==> src/rtl/cpu_v2_pkg.sv <==
// Shared types and encodings for the cpu_v2 two-stage core.
// Used by the interface, datapath sub-modules and the top.
package cpu_v2_pkg;

  typedef enum logic [1:0] {
    S_DECODE = 2'd0,
    S_IMM    = 2'd1,
    S_LOAD   = 2'd2,
    S_STORE  = 2'd3
  } state_t;

  typedef struct packed {
    logic n;
    logic z;
    logic c;
    logic v;
  } flags_t;

  // op 0000 is the nop encoding; 10?? is branch, 11?? is an explicit nop
  localparam logic [3:0] OP_NOP = 4'h0;
  localparam logic [3:0] OP_ADD = 4'h1;
  localparam logic [3:0] OP_SUB = 4'h2;
  localparam logic [3:0] OP_AND = 4'h3;
  localparam logic [3:0] OP_OR  = 4'h4;
  localparam logic [3:0] OP_XOR = 4'h5;
  localparam logic [3:0] OP_MOV = 4'h6;
  localparam logic [3:0] OP_ADC = 4'h7;

  localparam logic [1:0] BM_REG = 2'b10;
  localparam logic [1:0] BM_MEM = 2'b11;

  localparam logic [3:0] CC_EQ = 4'd0,  CC_NE = 4'd1,  CC_CS = 4'd2,  CC_CC = 4'd3;
  localparam logic [3:0] CC_MI = 4'd4,  CC_PL = 4'd5,  CC_VS = 4'd6,  CC_VC = 4'd7;
  localparam logic [3:0] CC_HI = 4'd8,  CC_LS = 4'd9,  CC_GE = 4'd10, CC_LT = 4'd11;
  localparam logic [3:0] CC_GT = 4'd12, CC_LE = 4'd13, CC_NV = 4'd14, CC_AL = 4'd15;

  localparam logic [15:0] NOP_INSN = 16'h0000;

  function automatic logic cond_met(input logic [3:0] cc, input flags_t f);
    logic r;
    case (cc)
      CC_EQ:   r = f.z;
      CC_NE:   r = !f.z;
      CC_CS:   r = f.c;
      CC_CC:   r = !f.c;
      CC_MI:   r = f.n;
      CC_PL:   r = !f.n;
      CC_VS:   r = f.v;
      CC_VC:   r = !f.v;
      CC_HI:   r = f.c && !f.z;
      CC_LS:   r = !f.c || f.z;
      CC_GE:   r = (f.n == f.v);
      CC_LT:   r = (f.n != f.v);
      CC_GT:   r = !f.z && (f.n == f.v);
      CC_LE:   r = f.z || (f.n != f.v);
      CC_NV:   r = 1'b0;
      default: r = 1'b1;
    endcase
    return r;
  endfunction

endpackage

==> src/rtl/cpu_v2_if.sv <==
// Instruction fetch and data load/store bus between cpu_v2 and its memories.
interface cpu_v2_if #(
  parameter int DWIDTH     = 16,
  parameter int IADDRWIDTH = 16,
  parameter int DADDRWIDTH = 16
);
  // Handshake: re/we are requests held with stable address/data until the
  // edge where rvalid/wready is high; rvalid/wready seen without the
  // matching request are ignored. idata answers iaddr one cycle later.
  logic [IADDRWIDTH-1:0] iaddr;
  logic [15:0]           idata;
  logic [DADDRWIDTH-1:0] raddr;
  logic                  re;
  logic [DWIDTH-1:0]     rdata;
  logic                  rvalid;
  logic [DADDRWIDTH-1:0] waddr;
  logic [DWIDTH-1:0]     wdata;
  logic                  we;
  logic                  wready;

  modport master (
    output iaddr, raddr, re, waddr, wdata, we,
    input  idata, rdata, rvalid, wready
  );

  modport slave (
    input  iaddr, raddr, re, waddr, wdata, we,
    output idata, rdata, rvalid, wready
  );
endinterface

==> src/rtl/cpu_v2_alu.sv <==
// Combinational ALU; result wraps modulo 2^DWIDTH, flags from the result.
module cpu_v2_alu
  import cpu_v2_pkg::*;
#(
  parameter int DWIDTH = 16
) (
  input  logic [3:0]        op,
  input  logic [DWIDTH-1:0] a,
  input  logic [DWIDTH-1:0] b,
  input  logic              cin,
  output logic [DWIDTH-1:0] result,
  output flags_t            flags
);
  logic [DWIDTH-1:0] bx;
  logic              cx;
  logic [DWIDTH:0]   sum;
  logic              arith;

  always_comb begin
    arith  = (op == OP_ADD) || (op == OP_SUB) || (op == OP_ADC);
    // subtract is a + ~b + 1, so C means "no borrow"
    bx     = (op == OP_SUB) ? ~b : b;
    cx     = (op == OP_SUB) ? 1'b1 : ((op == OP_ADC) ? cin : 1'b0);
    sum    = {1'b0, a} + {1'b0, bx} + {{DWIDTH{1'b0}}, cx};
    case (op)
      OP_ADD, OP_SUB, OP_ADC: result = sum[DWIDTH-1:0];
      OP_AND:                 result = a & b;
      OP_OR:                  result = a | b;
      OP_XOR:                 result = a ^ b;
      OP_MOV:                 result = b;
      default:                result = a;
    endcase
    flags.n = result[DWIDTH-1];
    flags.z = (result == '0);
    flags.c = arith ? sum[DWIDTH] : 1'b0;
    flags.v = arith ? ((a[DWIDTH-1] == bx[DWIDTH-1]) && (result[DWIDTH-1] != a[DWIDTH-1])) : 1'b0;
  end
endmodule

==> src/rtl/cpu_v2_regfile.sv <==
// Eight-entry register file, three read ports, one write port, no reset.
module cpu_v2_regfile #(
  parameter int DWIDTH = 16
) (
  input  logic              clk,
  input  logic              we,
  input  logic [2:0]        waddr,
  input  logic [DWIDTH-1:0] wdata,
  input  logic [2:0]        a_addr,
  output logic [DWIDTH-1:0] a_data,
  input  logic [2:0]        b_addr,
  output logic [DWIDTH-1:0] b_data,
  input  logic [2:0]        d_addr,
  output logic [DWIDTH-1:0] d_data
);
  logic [DWIDTH-1:0] regs [8];

  always_ff @(posedge clk) begin
    if (we) regs[waddr] <= wdata;
  end

  assign a_data = regs[a_addr];
  assign b_data = regs[b_addr];
  assign d_data = regs[d_addr];
endmodule

==> src/rtl/cpu_v2.sv <==
// Two-stage core: S1 fetch (pc, iaddr = pc_next), S2 decode/execute (ir)
// with a DECODE/IMM/LOAD/STORE sequencer for multi-cycle instructions.
module cpu_v2
  import cpu_v2_pkg::*;
#(
  parameter int DWIDTH     = 16,
  parameter int IADDRWIDTH = 16,
  parameter int DADDRWIDTH = 16,
  parameter int NREGS      = 8
) (
  input  logic     clk,
  input  logic     rst_n,
  cpu_v2_if.master bus,
  output state_t   dbg_state
);
  if (NREGS != 8) begin : g_bad_nregs
    $error("cpu_v2: NREGS must be 8");
  end
  if (DWIDTH < 16 || DWIDTH > 32) begin : g_bad_dwidth
    $error("cpu_v2: DWIDTH must be 16..32");
  end

  state_t                state, state_nxt;
  flags_t                flags, alu_flags;
  logic [IADDRWIDTH-1:0] pc, pc_next, pc_plus1, br_target, target;
  logic [15:0]           ir, imm_q;
  logic [DWIDTH-1:0]     ld_q, a_data, b_data, d_data, op_b, alu_res;
  logic                  boot, done, exec, redirect, imm_adv, ld_cap;
  logic                  rf_we, flags_we, re_c, we_c;

  logic [3:0] op;
  logic       d_ind;
  logic [2:0] rd, ra, rb;
  logic [1:0] bmode;
  logic       is_branch, is_alu, need_imm, need_load, is_store, is_jump;

  assign op        = ir[15:12];
  assign d_ind     = ir[11];
  assign rd        = ir[10:8];
  assign ra        = ir[7:5];
  assign bmode     = ir[4:3];
  assign rb        = ir[2:0];
  assign is_branch = (op[3:2] == 2'b10);
  assign is_alu    = !op[3] && (op != OP_NOP);
  assign need_imm  = is_alu && (bmode == BM_REG) && (rb == 3'd0);
  assign need_load = is_alu && (bmode == BM_MEM) && (rb != 3'd0);
  assign is_store  = is_alu && d_ind && (rd != 3'd0);
  assign is_jump   = is_alu && d_ind && (rd == 3'd0);

  // pc holds the address of the word currently on idata (the delay slot)
  assign pc_plus1  = pc + IADDRWIDTH'(1);
  assign br_target = pc + IADDRWIDTH'($signed(ir[9:0]));

  cpu_v2_regfile #(.DWIDTH(DWIDTH)) u_regfile (
    .clk    (clk),
    .we     (rf_we),
    .waddr  (rd),
    .wdata  (alu_res),
    .a_addr (ra),
    .a_data (a_data),
    .b_addr (rb),
    .b_data (b_data),
    .d_addr (rd),
    .d_data (d_data)
  );

  always_comb begin
    case (bmode)
      BM_REG:  op_b = (rb == 3'd0) ? DWIDTH'($signed(imm_q)) : b_data;
      BM_MEM:  op_b = (rb == 3'd0) ? DWIDTH'(pc_plus1)
                    : ((state == S_LOAD) ? bus.rdata : ld_q);
      default: op_b = DWIDTH'($signed(ir[3:0]));
    endcase
  end

  cpu_v2_alu #(.DWIDTH(DWIDTH)) u_alu (
    .op     (op),
    .a      (a_data),
    .b      (op_b),
    .cin    (flags.c),
    .result (alu_res),
    .flags  (alu_flags)
  );

  always_comb begin
    state_nxt = state;
    done      = 1'b0;
    exec      = 1'b0;
    redirect  = 1'b0;
    target    = br_target;
    imm_adv   = 1'b0;
    ld_cap    = 1'b0;
    re_c      = 1'b0;
    we_c      = 1'b0;
    rf_we     = 1'b0;
    flags_we  = 1'b0;
    case (state)
      S_DECODE, S_IMM: begin
        if (state == S_DECODE && is_branch) begin
          done     = 1'b1;
          redirect = cond_met(ir[13:10], flags);
        end else if (state == S_DECODE && !is_alu) begin
          done = 1'b1;
        end else if (state == S_DECODE && need_imm) begin
          imm_adv   = 1'b1;
          state_nxt = S_IMM;
        end else if (state == S_DECODE && need_load) begin
          state_nxt = S_LOAD;
        end else if (is_store) begin
          we_c      = 1'b1;
          exec      = bus.wready;
          state_nxt = bus.wready ? S_DECODE : S_STORE;
        end else begin
          exec      = 1'b1;
          state_nxt = S_DECODE;
        end
      end
      S_LOAD: begin
        re_c = 1'b1;
        if (bus.rvalid) begin
          ld_cap    = 1'b1;
          exec      = !is_store;
          state_nxt = is_store ? S_STORE : S_DECODE;
        end
      end
      default: begin
        we_c = 1'b1;
        if (bus.wready) begin
          exec      = 1'b1;
          state_nxt = S_DECODE;
        end
      end
    endcase
    if (exec) begin
      done     = 1'b1;
      rf_we    = !d_ind;
      flags_we = !is_jump;
      if (is_jump) begin
        redirect = 1'b1;
        target   = IADDRWIDTH'(alu_res);
      end
    end
    if (redirect)              pc_next = target;
    else if (done || imm_adv)  pc_next = pc_plus1;
    else                       pc_next = pc;
  end

  // boot squashes the first fetched word, which answers the reset-time iaddr
  always_ff @(posedge clk or negedge rst_n) begin
    if (!rst_n) begin
      pc    <= '1;
      ir    <= NOP_INSN;
      state <= S_DECODE;
      flags <= '0;
      boot  <= 1'b1;
      imm_q <= '0;
      ld_q  <= '0;
    end else begin
      boot  <= 1'b0;
      state <= state_nxt;
      pc    <= pc_next;
      if (done)     ir    <= (redirect || boot) ? NOP_INSN : bus.idata;
      if (imm_adv)  imm_q <= bus.idata;
      if (ld_cap)   ld_q  <= bus.rdata;
      if (flags_we) flags <= alu_flags;
    end
  end

  assign bus.iaddr = pc_next;
  assign bus.raddr = DADDRWIDTH'(b_data);
  assign bus.re    = re_c;
  assign bus.waddr = DADDRWIDTH'(d_data);
  assign bus.wdata = alu_res;
  assign bus.we    = we_c;
  assign dbg_state = state;
endmodule

==> src/flat_wrapper.sv <==
// flat-port wrapper written by rule: the top's interface ports become plain ports
module cpu_v2_flat import cpu_v2_pkg::*;
#(
  parameter int DWIDTH     = 16,
  parameter int IADDRWIDTH = 16,
  parameter int DADDRWIDTH = 16,
  parameter int NREGS      = 8
)
  (clk, rst_n, dbg_state, bus_iaddr, bus_raddr, bus_re, bus_waddr, bus_wdata, bus_we, bus_idata, bus_rdata, bus_rvalid, bus_wready);
  cpu_v2_if #(.DWIDTH(DWIDTH), .IADDRWIDTH(IADDRWIDTH), .DADDRWIDTH(DADDRWIDTH)) bus_i ();
  input  logic clk;
  input  logic rst_n;
  output state_t dbg_state;
  output wire logic [$bits(bus_i.iaddr)-1:0] bus_iaddr;
  output wire logic [$bits(bus_i.raddr)-1:0] bus_raddr;
  output wire logic [$bits(bus_i.re)-1:0] bus_re;
  output wire logic [$bits(bus_i.waddr)-1:0] bus_waddr;
  output wire logic [$bits(bus_i.wdata)-1:0] bus_wdata;
  output wire logic [$bits(bus_i.we)-1:0] bus_we;
  input wire logic [$bits(bus_i.idata)-1:0] bus_idata;
  input wire logic [$bits(bus_i.rdata)-1:0] bus_rdata;
  input wire logic [$bits(bus_i.rvalid)-1:0] bus_rvalid;
  input wire logic [$bits(bus_i.wready)-1:0] bus_wready;
  assign bus_iaddr = bus_i.iaddr;
  assign bus_raddr = bus_i.raddr;
  assign bus_re = bus_i.re;
  assign bus_waddr = bus_i.waddr;
  assign bus_wdata = bus_i.wdata;
  assign bus_we = bus_i.we;
  assign bus_i.idata = bus_idata;
  assign bus_i.rdata = bus_rdata;
  assign bus_i.rvalid = bus_rvalid;
  assign bus_i.wready = bus_wready;
  cpu_v2 #(.DWIDTH(DWIDTH), .IADDRWIDTH(IADDRWIDTH), .DADDRWIDTH(DADDRWIDTH), .NREGS(NREGS)) u_core (.clk(clk), .rst_n(rst_n), .bus(bus_i), .dbg_state(dbg_state));
endmodule
==> config.mk <==
export PLATFORM = sky130hd
export DESIGN_NAME = cpu_v2_flat
export DESIGN_NICKNAME = d
export VERILOG_FILES = /design/src/rtl/cpu_v2_pkg.sv /design/src/rtl/cpu_v2_if.sv /design/src/rtl/cpu_v2_alu.sv /design/src/rtl/cpu_v2_regfile.sv /design/src/rtl/cpu_v2.sv /design/src/flat_wrapper.sv
export SDC_FILE = /design/constraint.sdc
export NUM_CORES = 1
export LEC_CHECK = 0
export ABC_AREA = 1
export CAP_MARGIN = 5
export CORE_MARGIN = 5
export CORE_UTILIZATION = 35
export DETAILED_ROUTE_END_ITERATION = 8
export SETUP_SLACK_MARGIN = 0.05
export SLEW_MARGIN = 30
export SYNTH_ARGS = -nofsm -noshare
export SYNTH_HDL_FRONTEND = slang
export SYNTH_SLANG_ARGS = --single-unit
==> constraint.sdc <==
create_clock -name clk -period 4.7 [get_ports clk]
set_clock_uncertainty 0.1 [all_clocks]
set_input_delay 1.175 -clock clk [delete_from_list [all_inputs] [get_ports clk]]
set_output_delay 1.175 -clock clk [all_outputs]
set_load 0.1 [all_outputs]
==> results of run 1 <==
## worst paths after layout
check | startpoint | slack (ps) | end
worst min register to register | u_core.ld_q[5]$_DFFE_PN0P_ | 390 | u_core.ld_q[5]$_DFFE_PN0P_
worst max-delay path | bus_rdata[12] | -910 | u_core.flags[1]$_DFFE_PN0P_
max in group asynchronous | rst_n | 3320 | u_core.ir[0]$_DFFE_PN0N_
worst max register to register | u_core.ir[0]$_DFFE_PN0N_ | -900 | u_core.flags[1]$_DFFE_PN0P_
min in group asynchronous | rst_n | 590 | u_core.ir[15]$_DFFE_PN0N_
worst min-delay path | u_core.ld_q[5]$_DFFE_PN0P_ | 390 | u_core.ld_q[5]$_DFFE_PN0P_
## through the flow
step	hold slack [ps]	util (%)	setup TNS, ps	worst slack (ps)
floorplan	344	-	-17900	-1320
global placement	360	46.8	-27470	-1040
detailed placement	360	46.8	-27940	-1010
CTS	384	52.1	-18610	-717
global route	409	53.4	-25150	-1060
finish	386	53.4	-19540	-911
## layer usage
metal / track usage (%) / wire [um] / vias to the layer above
met5: 0 / 0 / -
met4: 13.8 / 3720 / 0
met3: 4.15 / 4830 / 182
met2: 42.8 / 28900 / 841
met1: 35.3 / 26700 / 7895
li1: - / - / 7625
## kinds of logic (layout without fill, tap and decap cells)
group / Yosys count / after routing / share of synthesized area (%)
other: 1 / 1 / 0.0255
and+or+nand+nor: 837 / 837 / 24.1
xor gates and xnor gates: 34 / 34 / 2.03
AOI/OAI and AO/OA: 484 / 484 / 19.4
buffers and inverters: 375 / 845 / 10.0
DFF: 199 / 199 / 38.4
adders and majority gates: 69 / 69 / 6.03
## worst max-delay path: cells and delay by family
kind / cells / cell delay, ps
adders and majority gates: 1 / 360
buffers and inverters: 24 / 2970
and+or+nand+nor: 9 / 890
AOI/OAI and AO/OA: 4 / 350
xor gates and xnor gates: 1 / 160
## area by class of cell
type	instances	area share, %
Clock buffer	17	1.91
Clock inverter	15	0.791
Inverter	289	5.15
Multi-Input combinational cell	1425	39.8
Sequential cell	199	25.3
Tap cell	539	3.02
Timing Repair Buffer	523	24.0
Timing Repair inverter	1	0.0393
## timing repair
| action | CTS | global route |
|---|---|---|
| setup buffers | 113 | 29 |
| gates resized for setup | 232 | 109 |
| pin swaps | 141 | 72 |
| setup endpoints to repair | 32 | 33 |
| hold endpoints to repair | 0 | 0 |
| cloned | 3 | 0 |
## state kept, by name, summed over array words and instances (netlist names)
name	flops
u_core.imm_q	16
u_core.boot	1
u_core.flags	4
u_core.ld_q	16
u_core.dbg_state	2
u_core.ir	16
u_core.u_regfile.regs	128
u_core.pc	16
## layout by cell type, fill, tap and decap left out, types with 11 or more instances in the layout
| cell type | n |
|---|---|
| nand2_2 | 73 |
| nor2_1 | 99 |
| a21oi_1 | 105 |
| dlygate4sd2_1 | 13 |
| a221oi_1 | 19 |
| buf_12 | 91 |
| clkinvlp_4 | 14 |
| o22ai_1 | 23 |
| a21oi_2 | 18 |
| xor2_1 | 17 |
| o2111ai_1 | 16 |
| inv_1 | 241 |
| dfstp_2 | 17 |
| inv_2 | 30 |
| nand3_1 | 95 |
| ha_1 | 59 |
| nand4_1 | 14 |
| nor2_2 | 13 |
| buf_4 | 356 |
| a22oi_1 | 11 |
| clkdlybuf4s50_1 | 23 |
| o21ai_0 | 164 |
| nand2_1 | 438 |
| edfxtp_1 | 128 |
| o211ai_1 | 21 |
| nand3_2 | 26 |
| o22ai_2 | 12 |
| nand2_4 | 17 |
| o21ai_1 | 26 |
| buf_6 | 33 |
| dfrtp_1 | 48 |
| o21ai_2 | 18 |
| clkbuf_16 | 17 |
| nand3_4 | 18 |
==> reports/metrics.yaml, run 1 <==
yosys:
  ys.flop_type: "edfxtp_1"
  ys_seq_area_share_pct: 38.4
  synth_edf_count: 128
  syn-instance-count: 1999
  synth-seq-cells: 199
  ys_async_sr_fraction_pct: 35.7
  yosys_warnings: 0
  synth_common_cells: "nand2_1 (525), inv_1 (276), o21ai_0 (210)"
  synthDistinctLibCells: 60
  syn_area_per_cell_um2: 7.35
  synth_most_common_cell: "nand2_1"
  synth_top_area_cell: "edfxtp_1"
  synth_area_mm2: 0.0147
  syn_nets: 2104
  yosys-top-cells-area: "edfxtp_1 (26%), nand2_1 (13%), dfrtp_1 (9.2%), o21ai_0 (7.2%), inv_1 (7.0%)"
  yosys.area.top_type_share_pct: 26.2
global_routing:
  grt_pass1_vias: 15900
  grt_use_total_pct: 26.8
  grt_pass1_wl_um: 95100
  grt_max_degree: 72
  antenna_found_initial: 0
  grt-ovfl-total: 0
route:
  wl_per_cell_um: 21.3
  num_vias: 16500
  wirelength_um: 64100
  dr.pass1.iters: 6
  drt_drc_violations_left: 0
  dr.first_iter.drc_count: 1547
  detail-route-antenna-nets: 0
  via_per_inst: 5.50
clock_network:
  tritoncts: "done"
  numCtsBuffers: 17
  clk_path_buf_depth: 2
  clk_latency_ps: 490
  h-tree-depth: 4
  clkSinkCount: 199
  root_buffer: "clkbuf_16"
  cts_hold_buf: 0
  clkSlewWorstSetupHoldPaths_ps: 70
die:
  fp.dieW_um: 215
  dieArea_mm2: 0.0462
  fp.dieH_um: 215
  coreArea_mm2: 0.0418
  io_pins: 104
  start_util_pct: 35.2
  row_count: 75
cells_and_area:
  drive_gt1_share_pct: 34.4
  num_antenna_cells: 0
  nets: 2561
  syn_to_final_growth_pct: 51.8
  ff_latch_area_mm2: 0.00565
  multiInputGateArea_mm2: 0.00887
  final_area_mm2: 0.0223
  n_fill_cell: 3726
  fin_cells: 3008
job:
  cap_violations: 0
sta:
  slew_violations: 0
  period_minus_slack_ps: 5610
  setup_slack_ps: -911
  finalHoldViolCount: 0
  worstMarginPinSlew_ps: 974
  timing.fmax_mhz: 178
  rsz0062_at_grt: "yes"
  setup_viol: 32
  max_slew_margin_pct: 34.8
  fin_crit_sh_pct: 119
worst_setup_path:
  crit_fanout: 3
  arrival_ps: 5910
  end_kind: "flip-flop"
  required_ps: 5000
  startpoint_type: "input port"
  cpMostUsedCell: "buf_4"
  r2r_cells: 39
  path_class: "input port to flip-flop"
  cp_slowest_stage_delay_ps: 360
  crit_slowest_cell: "ha_1"
status:
  status: "finished with violations"
  violations: "negative setup slack"
placement:
  hpwl_um: 46200
  dp.cells: 2843
  portBuffers: 103
  place_congestion: 0.970
  placed_area_mm2: 0.0195
min_path:
  worst_hold_path_type: "flip-flop to flip-flop"
  whs_path_depth: 2
Power of run 1 is not shown: default switching activity piles up to over one toggle a cycle in this logic, so the estimate is an artifact.
==> inputs of run 2 (changes only) <==
--- a/config.mk
+++ b/config.mk
@@ -7,7 +7,7 @@
 export LEC_CHECK = 0
 export ABC_AREA = 1
 export CAP_MARGIN = 5
-export CORE_MARGIN = 5
+export CORE_MARGIN = 4
 export CORE_UTILIZATION = 35
 export DETAILED_ROUTE_END_ITERATION = 8
 export SETUP_SLACK_MARGIN = 0.05
==> constraint.sdc (replaced) <==
create_clock -name clk -period 4.8 [get_ports clk]
set_clock_uncertainty 0.1 [all_clocks]
set_input_delay 1.2 -clock clk [delete_from_list [all_inputs] [get_ports clk]]
set_output_delay 1.2 -clock clk [all_outputs]
set_load 0.1 [all_outputs]
==> run 2 against run 1 <==
  * The run still ends with negative setup slack left
  * Final area increased by 2.0%
  * Via count increased by 1.3%
  * Register-to-register slack improved by 280 ps
  * Sequential cell count unchanged
  * Global-route usage increased by 1.2 points
  * Clock-buffer cell count unchanged
  * Die area decreased by 1.9%
  * Routed wire length increased by 2.0%
==> reports/metrics.yaml, run 2 (synthesis gave the netlist of run 1 again) <==
placement:
  portBuffers: 103  # unchanged
  place_congestion: 0.954  # -1.6%
  dp.cells: 2848  # +0.18%
  hpwl_um: 47000  # +1.6%
sta:
  max_slew_margin_pct: 34.5  # -0.36 points
  setup_viol: 34  # +6.3%
  setup_slack_ps: -697  # +214 ps
  worstMarginPinSlew_ps: 980  # +5.33 ps
  rsz0062_at_grt: "yes"
  period_minus_slack_ps: 5500
  slew_violations: 0  # unchanged
  finalHoldViolCount: 0  # unchanged
  fin_crit_sh_pct: 115
  timing.fmax_mhz: 182
global_routing:
  antenna_found_initial: 0  # unchanged
  grt_max_degree: 72  # unchanged
  grt_pass1_vias: 16200  # +1.6%
  grt_pass1_wl_um: 95900  # +0.83%
  grt_use_total_pct: 28.0  # +1.2 points
  grt-ovfl-total: 0  # unchanged
clock_network:
  cts_hold_buf: 0  # unchanged
  clkSlewWorstSetupHoldPaths_ps: 80  # about the same
  clk_latency_ps: 490  # about the same
  clk_path_buf_depth: 2  # unchanged
  h-tree-depth: 4  # unchanged
  numCtsBuffers: 17  # unchanged
  root_buffer: "clkbuf_16"
  clkSinkCount: 199  # unchanged
  tritoncts: "done"
die:
  row_count: 74  # -1.3%
  start_util_pct: 35.7  # +0.48 points
  io_pins: 104  # unchanged
  coreArea_mm2: 0.0412  # -1.3%
  dieArea_mm2: 0.0453  # -1.9%
  fp.dieH_um: 213  # -0.93%
  fp.dieW_um: 213  # -0.93%
cells_and_area:
  n_fill_cell: 3593  # -3.6%
  layout_common_cells: "nand2_1 (415), buf_4 (358), inv_1 (241)"
  drive_gt1_share_pct: 37.0  # +2.6 points
  nets: 2568  # +0.27%
  fin_cells: 3010  # +0.066%
  multiInputGateArea_mm2: 0.00941  # +6.0%
  ff_latch_area_mm2: 0.00566  # about the same
  largest_register_ffs: 128  # unchanged
  largest-register: "u_core.u_regfile.regs"
  mostFrequentLayoutCell: "nand2_1"
  syn_to_final_growth_pct: 54.9
route:
  detail-route-antenna-nets: 0  # unchanged
  drt_drc_violations_left: 0  # unchanged
  wl_per_cell_um: 21.7  # +1.9%
  num_vias: 16800  # +1.3%
  dr.pass1.iters: 8  # +2
  wirelength_um: 65400  # +2.0%
  dr.first_iter.drc_count: 1857  # +20%
  via_per_inst: 5.57  # +1.3%
status:
  status: "finished with violations"
  violations: "negative setup slack"
worst_setup_path:
  path_class: "flip-flop to output port"
  startpoint_type: "flip-flop"
  required_ps: 3500  # -1500 ps
  crit_fanout: 4  # +1
  end_kind: "output port"
  reg2reg_slack_ps: -620  # +280 ps
  arrival_ps: 4200  # -1710 ps
job:
  cap_violations: 0  # unchanged
min_path:
  worst_hold_path_type: "flip-flop to flip-flop"
[run 2: repair_timing]
action	in CTS	in global routing
buffers inserted	99	39
gates resized for setup	257	229
pin swaps	150	137
setup endpoints to repair	32	38
[run 2: path summary, 6_finish.rpt]
| kind | cells after the start | to | from |
|---|---|---|---|
| max | 25 | bus_iaddr[14] | u_core.pc[0]$_DFF_PN1_ |
| min | 2 | u_core.ld_q[10]$_DFFE_PN0P_ | u_core.ld_q[10]$_DFFE_PN0P_ |
| max reg2reg | 39 | u_core.flags[1]$_DFFE_PN0P_ | u_core.pc[0]$_DFF_PN1_ |
| min reg2reg | 2 | u_core.ld_q[10]$_DFFE_PN0P_ | u_core.ld_q[10]$_DFFE_PN0P_ |
| max in group asynchronous | 1 | u_core.dbg_state[0]$_DFFE_PN0P_ | rst_n |
| min in group asynchronous | 1 | u_core.flags[3]$_DFFE_PN0P_ | rst_n |
[run 2: critical path: stages, from the launching register on]
cell and delay, ps:
dfstp_2 580, ha_4 180, nand2_4 50, nor2_4 160, buf_6 140, nand2_2 50, nand2_2 70, nand3_2 60
a21oi_2 150, buf_6 140, nand2_4 60, xor2_2 160, ha_4 380, nand2_4 80, buf_6 140, nor3_4 170
nand2_2 80, nand2_2 70, nand2_2 60, nand3_1 100, nand3_1 100, nand2_2 120, clkinvlp_4 180, nor2_4 150
o21ai_4 70, buf_12 180
[run 2: per-stage QoR]
step	area [um^2]	setup TNS, ps	worst slack (ps)	util [%]	hold WS (ps)
6_report	22800	-16270	-697	55.3	389
5_1_grt	22800	-21300	-849	55.2	403
4_1_cts	21600	-14090	-547	52.4	385
3_5_place_dp	19500	-26600	-999	47.2	363
3_3_place_gp	19500	-24620	-923	47.2	358
2_1_floorplan	15100	-15300	-1250	-	344
[run 2: cell type report]
type / instances / share of cell area (%)
clock buffers: 17 / 1.87
diodes: 2 / 0.0220
well taps: 532 / 2.92
flip-flops and latches: 199 / 24.8
repair buffers: 531 / 23.2
inverters: 289 / 5.08
multi-input cells: 1425 / 41.3
clock inverters: 15 / 0.715
[run 2: routing by layer]
| layer | global-route usage, % | routed length, um | vias to the layer above |
|---|---|---|---|
| li1 | - | - | 7662 |
| met1 | 37.2 | 26600 | 8058 |
| met2 | 43.5 | 29600 | 856 |
| met3 | 6.20 | 5960 | 186 |
| met4 | 13.0 | 3200 | 0 |
| met5 | 0 | 0 | - |
Power of run 2 is left out for the same reason.
==> inputs of run 3 (changes only) <==
--- a/config.mk
+++ b/config.mk
@@ -6,9 +6,12 @@
 export NUM_CORES = 1
 export LEC_CHECK = 0
 export ABC_AREA = 1
+export ABC_CLOCK_PERIOD_IN_PS = 4800
 export CAP_MARGIN = 5
 export CORE_MARGIN = 4
 export CORE_UTILIZATION = 35
+export CTS_BUF_LIST = sky130_fd_sc_hd__clkbuf_4 sky130_fd_sc_hd__clkbuf_8 sky130_fd_sc_hd__clkbuf_16
+export CTS_CLUSTER_SIZE = 30
 export DETAILED_ROUTE_END_ITERATION = 8
 export SETUP_SLACK_MARGIN = 0.05
 export SLEW_MARGIN = 30
==> results of run 3 <==
The final DEF is identical to that of run 2; final timing and power are the same.
Power of run 3 is left out for the same reason.
